## config.mk

```make
export PLATFORM = sky130hd
export DESIGN_NAME = servo_cmd_sequencer
export DESIGN_NICKNAME = d
export VERILOG_FILES = /design/src/rtl/servo_seq_pkg.sv /design/src/rtl/servo_oc_monitor.sv /design/src/rtl/servo_cmd_sequencer.sv
export SDC_FILE = /design/constraint.sdc
export NUM_CORES = 1
export LEC_CHECK = 0
export CORE_AREA = 4 4 104 96
export DETAILED_ROUTE_END_ITERATION = 12
export DIE_AREA = 0 0 108 100
export PLACE_DENSITY = 0.76
export SLEW_MARGIN = 20
export SYNTH_ARGS = -nofsm -noshare
export SYNTH_HDL_FRONTEND = slang
export SYNTH_SLANG_ARGS = --single-unit
```

## constraint.sdc

```tcl
create_clock -name clk -period 11.2 [get_ports clk]
set_clock_uncertainty 0.05 [all_clocks]
set_input_delay 2.24 -clock clk [delete_from_list [all_inputs] [get_ports clk]]
set_output_delay 2.24 -clock clk [all_outputs]
set_load 0.02 [all_outputs]
```

## src/rtl/servo_seq_pkg.sv

```systemverilog
// Shared types and default constants for the servo command sequencer.
// Build option: SERVO_SEQ_POS_CHECK_EN enables the position-tracking check.
package servo_seq_pkg;

  typedef enum logic [1:0] {
    ST_IDLE,
    ST_RAMP,
    ST_HOLD,
    ST_FAULT
  } state_t;

  localparam int DEF_ANGLE_W     = 8;
  localparam int DEF_CUR_W       = 12;
  localparam int DEF_ANGLE_MAX   = 180;
  localparam int DEF_HOME_ANGLE  = 90;
  localparam int DEF_STEP_DEG    = 1;
  localparam int DEF_TICK_CYCLES = 50000;
  localparam int DEF_I_LIMIT     = 3000;
  localparam int DEF_OC_SAMPLES  = 16;
  localparam int DEF_COOLDOWN    = 500000;
  localparam int DEF_POS_TOL     = 5;
  localparam int DEF_POS_TIMEOUT = 100000;

endpackage

```

## src/rtl/servo_oc_monitor.sv

```systemverilog
// Overcurrent filter: counts consecutive over-limit samples and
// emits a one-cycle trip pulse on the sample that reaches the limit.
module servo_oc_monitor
  import servo_seq_pkg::*;
#(
  parameter int CUR_W      = DEF_CUR_W,
  parameter int I_LIMIT    = DEF_I_LIMIT,
  parameter int OC_SAMPLES = DEF_OC_SAMPLES
) (
  input  logic             clk,
  input  logic             rst,
  input  logic             clr,
  input  logic             meas_valid,
  input  logic [CUR_W-1:0] meas_current,
  output logic             trip
);

  localparam int CW = $clog2(OC_SAMPLES + 1);

  logic [CW-1:0] oc_cnt;
  logic          over;

  assign over = meas_current > CUR_W'(I_LIMIT);
  assign trip = meas_valid && over &&
                (oc_cnt == CW'(OC_SAMPLES - 1));

  // Saturating run-length of over-limit samples; a normal sample resets it.
  always_ff @(posedge clk) begin
    if (rst || clr) begin
      oc_cnt <= '0;
    end else if (meas_valid) begin
      if (!over)
        oc_cnt <= '0;
      else if (oc_cnt != CW'(OC_SAMPLES))
        oc_cnt <= oc_cnt + 1'b1;
    end
  end

endmodule

```

## src/rtl/servo_cmd_sequencer.sv

```systemverilog
// Servo command sequencer: request arbitration, slew-limited setpoint,
// overcurrent supervision. Option: SERVO_SEQ_POS_CHECK_EN (pos_err).
module servo_cmd_sequencer
  import servo_seq_pkg::*;
#(
  parameter int ANGLE_W         = DEF_ANGLE_W,
  parameter int CUR_W           = DEF_CUR_W,
  parameter int ANGLE_MAX       = DEF_ANGLE_MAX,
  parameter int HOME_ANGLE      = DEF_HOME_ANGLE,
  parameter int STEP_DEG        = DEF_STEP_DEG,
  parameter int TICK_CYCLES     = DEF_TICK_CYCLES,
  parameter int I_LIMIT         = DEF_I_LIMIT,
  parameter int OC_SAMPLES      = DEF_OC_SAMPLES,
  parameter int COOLDOWN_CYCLES = DEF_COOLDOWN,
  parameter int POS_TOL         = DEF_POS_TOL,
  parameter int POS_TIMEOUT     = DEF_POS_TIMEOUT
) (
  input  logic               clk,
  input  logic               rst,
  input  logic [1:0]         req_valid,
  input  logic [ANGLE_W-1:0] req_angle0,
  input  logic [ANGLE_W-1:0] req_angle1,
  output logic [1:0]         req_ready,
  input  logic               meas_valid,
  input  logic [CUR_W-1:0]   meas_current,
  input  logic [ANGLE_W-1:0] meas_angle,
  input  logic               fault_clr,
  output logic [ANGLE_W-1:0] setpoint,
  output logic               drive_en,
  output logic               busy,
  output logic               fault,
  output logic               pos_err
);

  localparam int TW = $clog2(TICK_CYCLES + 1);
  localparam int DW = $clog2(COOLDOWN_CYCLES + 1);
  localparam logic [ANGLE_W-1:0] AMAX = ANGLE_W'(ANGLE_MAX);
  localparam logic [ANGLE_W-1:0] STEP = ANGLE_W'(STEP_DEG);

  state_t             state_q, state_d;
  logic [ANGLE_W-1:0] sp_q, sp_d, tgt_q, tgt_d;
  logic               drv_q, drv_d, busy_q, busy_d;
  logic               flt_q, flt_d;
  logic [TW-1:0]      tick_q, tick_d;
  logic [DW-1:0]      cool_q, cool_d;
  logic               trip, oc_clr, xfer;
  logic [ANGLE_W-1:0] raw, clamp, diff, step, sp_step;
  logic               up;

  servo_oc_monitor #(
    .CUR_W      (CUR_W),
    .I_LIMIT    (I_LIMIT),
    .OC_SAMPLES (OC_SAMPLES)
  ) u_oc (
    .clk          (clk),
    .rst          (rst),
    .clr          (oc_clr),
    .meas_valid   (meas_valid),
    .meas_current (meas_current),
    .trip         (trip)
  );

  assign req_ready = (state_q == ST_FAULT || trip) ? 2'b00
                   : {1'b1, !req_valid[1]};
  assign xfer  = |(req_valid & req_ready);
  assign raw   = req_valid[1] ? req_angle1 : req_angle0;
  assign clamp = (raw > AMAX) ? AMAX : raw;

  assign up      = tgt_q > sp_q;
  assign diff    = up ? tgt_q - sp_q : sp_q - tgt_q;
  assign step    = (diff < STEP) ? diff : STEP;
  assign sp_step = up ? sp_q + step : sp_q - step;

  // Next-state and next-output logic; a trip overrides everything.
  always_comb begin
    state_d = state_q;
    sp_d    = sp_q;
    tgt_d   = tgt_q;
    drv_d   = drv_q;
    busy_d  = busy_q;
    flt_d   = flt_q;
    tick_d  = tick_q;
    cool_d  = cool_q;
    oc_clr  = 1'b0;
    if (trip && state_q != ST_FAULT) begin
      state_d = ST_FAULT;
      drv_d   = 1'b0;
      busy_d  = 1'b0;
      flt_d   = 1'b1;
      cool_d  = DW'(COOLDOWN_CYCLES);
    end else begin
      unique case (state_q)
        ST_FAULT: begin
          if (cool_q != '0) begin
            cool_d = cool_q - 1'b1;
          end else if (fault_clr) begin
            state_d = ST_IDLE;
            flt_d   = 1'b0;
            tgt_d   = sp_q;
            oc_clr  = 1'b1;
          end
        end
        ST_IDLE, ST_RAMP, ST_HOLD: begin
          if (xfer) begin
            tgt_d  = clamp;
            tick_d = '0;
            drv_d  = 1'b1;
            if (clamp == sp_q) begin
              state_d = ST_HOLD;
              busy_d  = 1'b0;
            end else begin
              state_d = ST_RAMP;
              busy_d  = 1'b1;
            end
          end else if (state_q == ST_RAMP) begin
            if (tick_q == TW'(TICK_CYCLES - 1)) begin
              tick_d = '0;
              sp_d   = sp_step;
              if (sp_step == tgt_q) begin
                state_d = ST_HOLD;
                busy_d  = 1'b0;
              end
            end else begin
              tick_d = tick_q + 1'b1;
            end
          end
        end
      endcase
    end
  end

  // State and registered-output update.
  always_ff @(posedge clk) begin
    if (rst) begin
      state_q <= ST_IDLE;
      sp_q    <= ANGLE_W'(HOME_ANGLE);
      tgt_q   <= ANGLE_W'(HOME_ANGLE);
      drv_q   <= 1'b0;
      busy_q  <= 1'b0;
      flt_q   <= 1'b0;
      tick_q  <= '0;
      cool_q  <= '0;
    end else begin
      state_q <= state_d;
      sp_q    <= sp_d;
      tgt_q   <= tgt_d;
      drv_q   <= drv_d;
      busy_q  <= busy_d;
      flt_q   <= flt_d;
      tick_q  <= tick_d;
      cool_q  <= cool_d;
    end
  end

  assign setpoint = sp_q;
  assign drive_en = drv_q;
  assign busy     = busy_q;
  assign fault    = flt_q;

`ifdef SERVO_SEQ_POS_CHECK_EN
  localparam int PW = $clog2(POS_TIMEOUT + 1);

  logic [PW-1:0]      pos_cnt;
  logic               pos_q;
  logic [ANGLE_W-1:0] pdiff;
  logic               out_tol;

  assign pdiff   = (meas_angle > sp_q) ? meas_angle - sp_q
                 : sp_q - meas_angle;
  assign out_tol = pdiff > ANGLE_W'(POS_TOL);

  // Out-of-tolerance dwell counter in HOLD; pos_err is sticky.
  always_ff @(posedge clk) begin
    if (rst || oc_clr) begin
      pos_cnt <= '0;
      pos_q   <= 1'b0;
    end else if (state_q == ST_HOLD && out_tol) begin
      if (pos_cnt == PW'(POS_TIMEOUT - 1))
        pos_q <= 1'b1;
      if (pos_cnt != PW'(POS_TIMEOUT))
        pos_cnt <= pos_cnt + 1'b1;
    end else begin
      pos_cnt <= '0;
    end
  end

  assign pos_err = pos_q;
`else
  logic unused_pos;
  assign unused_pos = ^{meas_angle, 32'(POS_TOL), 32'(POS_TIMEOUT)};
  assign pos_err    = 1'b0;
`endif

endmodule

```

==> results.json <==
{
  "status": "finished, final reports clean",
  "cts_made_buffers": 9,
  "syn_nets": 634,
  "placed_cells": 709,
  "core_um2": 8960,
  "finalSetupViolations": 0,
  "vias": 4087,
  "path_clk_slew_ns": 0.06,
  "p_leak_nw": 2.01,
  "wl_per_cell_um": 15.5,
  "avgSynthCellArea_um2": 8.17,
  "io_pins": 56,
  "die_w_um": 108,
  "finalHoldViolCount": 0,
  "min_path_type": "flop to flop",
  "ff2ff_setup_slack_ns": 5.58,
  "netlist_instances": 560,
  "synth_top_family_by_area": "simple AND/OR/NAND/NOR gates",
  "path_class": "input port to primary output",
  "worst_setup_path_end_kind": "primary output",
  "drc": 0,
  "grt_max_degree": 31,
  "worstMarginPinSlew_ns": 0.747,
  "port_buffers": 46,
  "crit_required_ns": 8.91,
  "fp-row-count": 33,
  "stdcell_count": 724,
  "drt_first_iter_violations": 159,
  "htreeDepth": 3,
  "grt_pass1_wl_mm": 18.8,
  "cap_violations": 0,
  "synth_edf_count": 0,
  "synth_cell_types": 80,
  "r2r_end": "state_q[1]$_SDFFE_PP0P_",
  "async_flop_share_pct": 0,
  "fmax_mhz": 152,
  "num_antenna_cells": 0,
  "synth_flop_cell": "dfxtp_1",
  "drive_gt1_share_pct": 6.98,
  "multiInputGateArea_um2": 3080,
  "synth_area_um2": 4570,
  "cts.sinks": 61,
  "fillCellCount": 826,
  "synth-xor-area-share_pct": 11.2,
  "rsz0062_at_grt": "false",
  "die_y_um": 100,
  "die_area_um2": 10800,
  "yosysWarnings": 0,
  "vdd.ir_drop.worst_v": 0.0000986,
  "register_area_um2": 1220,
  "r2r_start": "setpoint[3]$_SDFFE_PP1P_",
  "drt-pass1-iter-count": 5,
  "start_util_pct": 51.0,
  "cp-startpoint": "meas_current[5]",
  "root_buffer": "clkbuf_8",
  "arrival_ns": 4.30,
  "nets": 672,
  "postCtsResizedCells": 0,
  "gr-usage-all-layers_pct": 21.4,
  "power.density_nw_per_um2": 127,
  "start_kind": "input port",
  "place_hpwl_mm": 8.73,
  "place_congestion": 0.888,
  "synth_compound_area_share_pct": 19.8,
  "clk_latency_ns": 0.33,
  "cts.path.max_buffers": 2,
  "post-route-period-util_pct": 58.9,
  "via_per_inst": 5.65,
  "grt_pass1_vias": 3955,
  "synth_fa_ha_area_share_pct": 9.25,
  "tritoncts": "yes",
  "synthSimpleGateAreaFrac_pct": 24.6,
  "hold_buffers": 0,
  "ant_nets": 0,
  "antenna_found_initial": 0,
  "cts_setup_buffers": 0,
  "period_needed_ns": 6.59,
  "ys_seq_elements": 61,
  "r2r.worst_path.cells": 21,
  "relSlewSlack_pct": 50.0,
  "synthMuxAreaShare_pct": 2.27,
  "slew_viol_final": 0,
  "endpoint": "req_ready[1]",
  "cp_max_fo": 5,
  "ys_seq_area_share_pct": 26.7,
  "setup_tns_ns": 0,
  "syn2layout_area_growth_pct": 14.6,
  "grt_overflow": 0,
  "routed_wl_mm": 11.2
}
## worst min-delay path by stage
stage	from	endpoint	slack [ns]	cells after the start
final	drive_en$_SDFFE_PP0P_	drive_en$_SDFFE_PP0P_	0.43	2
after global routing	fault$_SDFFE_PP0P_	fault$_SDFFE_PP0P_	0.44	2
after CTS	fault$_SDFFE_PP0P_	fault$_SDFFE_PP0P_	0.42	2
after detailed placement	fault$_SDFFE_PP0P_	fault$_SDFFE_PP0P_	0.40	2
after global placement	fault$_SDFFE_PP0P_	fault$_SDFFE_PP0P_	0.41	2
after floorplan	u_oc.oc_cnt[4]$_SDFFE_PP0P_	u_oc.oc_cnt[4]$_SDFFE_PP0P_	0.40	2
## placed cells by master (no fill, tap or decap), types with 5 or more instances in the layout
master	n
a211oi_1	12
a211o_1	9
nor3_1	14
nand4_1	8
nor4b_1	5
nor2_1	85
nor4_1	8
inv_1	33
nand2_1	30
xor2_1	28
xnor2_1	28
o2111ai_1	5
nand2b_1	6
nor2b_1	7
clkdlybuf4s50_1	45
mux2i_1	9
and3_1	7
o21ai_0	23
clkbuf_8	11
nand3_1	12
a21oi_1	31
ha_1	29
dfxtp_1	61
or3_1	9
## per-layer routing
metal | part of all wire, % | GRT usage [%] | wire length, um | vias to the layer above
met5 | 0 | 0 | 0 | -
li1 | - | - | - | 2067
met1 | 45 | 26.8 | 5020 | 1918
met2 | 49 | 37.0 | 5530 | 84
met4 | 1.8 | 6.80 | 204 | 0
met3 | 4.0 | 4.18 | 443 | 18
## cells in the mapped netlist, drive strengths merged, types with 8 or more instances
| cell | count | share of area, % |
|---|---|---|
| ha | 29 | 7.9 |
| mux2i | 10 | 2.3 |
| nor2 | 87 | 7.4 |
| xor2 | 28 | 5.4 |
| o21ai | 27 | 3.4 |
| or3 | 11 | 1.6 |
| nor3 | 14 | 1.5 |
| clkbuf | 10 | 1.5 |
| a211oi | 14 | 2.5 |
| nand3 | 13 | 1.5 |
| a21oi | 33 | 3.8 |
| inv | 34 | 2.8 |
| a211o | 9 | 1.7 |
| xnor2 | 28 | 5.4 |
| dfxtp | 61 | 27 |
| nor4 | 9 | 1.4 |
| nand4 | 8 | 1.1 |
| buf | 9 | 1.6 |
| nand2 | 30 | 2.5 |
## kinds of logic (layout without fill, tap and decap cells)
| group | Yosys count | in the layout |
|---|---|---|
| AOI/OAI and AO/OA | 125 | 125 |
| xor gates and xnor gates | 57 | 57 |
| adders and majority gates | 32 | 32 |
| buffers and inverters | 54 | 96 |
| DFF | 61 | 61 |
| muxes | 10 | 10 |
| other | 2 | 2 |
| and+or+nand+nor | 219 | 219 |
## registers in the layout (all words and copies together) (netlist names)
name,count
cool_q,19
tick_q,16
setpoint,8
tgt_q,8
u_oc.oc_cnt,5
state_q,2
busy,1
drive_en,1
fault,1
## report_power, final
part | internal (mW) | total (mW) | switching (mW)
clock | 0.114 | 0.199 | 0.0853
sequential | 0.224 | 0.233 | 0.00840
combinational | 0.103 | 0.232 | 0.129
total | 0.441 | 0.664 | 0.223
## critical path, cell delays in order
cell             delay (ns)
clkdlybuf4s50_1        0.46
nand3_1                0.06
o21ai_0                0.20
nand2_1                0.17
o21ai_0                0.43
inv_1                  0.15
clkdlybuf4s50_1        0.58
## through the flow
step / instance area [um2] / hold slack [ns] / power (mW) / setup slack (ns) / util, %
5_1_grt: 5240 / 0.445 / 0.704 / 4.41 / 58.5
3_5_place_dp: 5050 / 0.404 / 0.468 / 4.58 / 56.3
6_report: 5240 / 0.428 / 0.664 / 4.61 / 58.5
4_1_cts: 5250 / 0.424 / 0.668 / 4.58 / 58.6
3_3_place_gp: 5050 / 0.408 / 0.461 / 4.55 / 56.3
2_1_floorplan: 4570 / 0.404 / 0.418 / 5.82 / -
## layout make-up
class | instances | share of cell area (%)
Inverter | 34 | 2.43
Sequential cell | 61 | 23.3
Timing Repair Buffer | 47 | 8.83
Multi-Input combinational cell | 445 | 58.7
Clock buffer | 12 | 2.96
Clock inverter | 3 | 0.859
Tap cell | 122 | 2.91
Power figures use the tool's default switching activity.
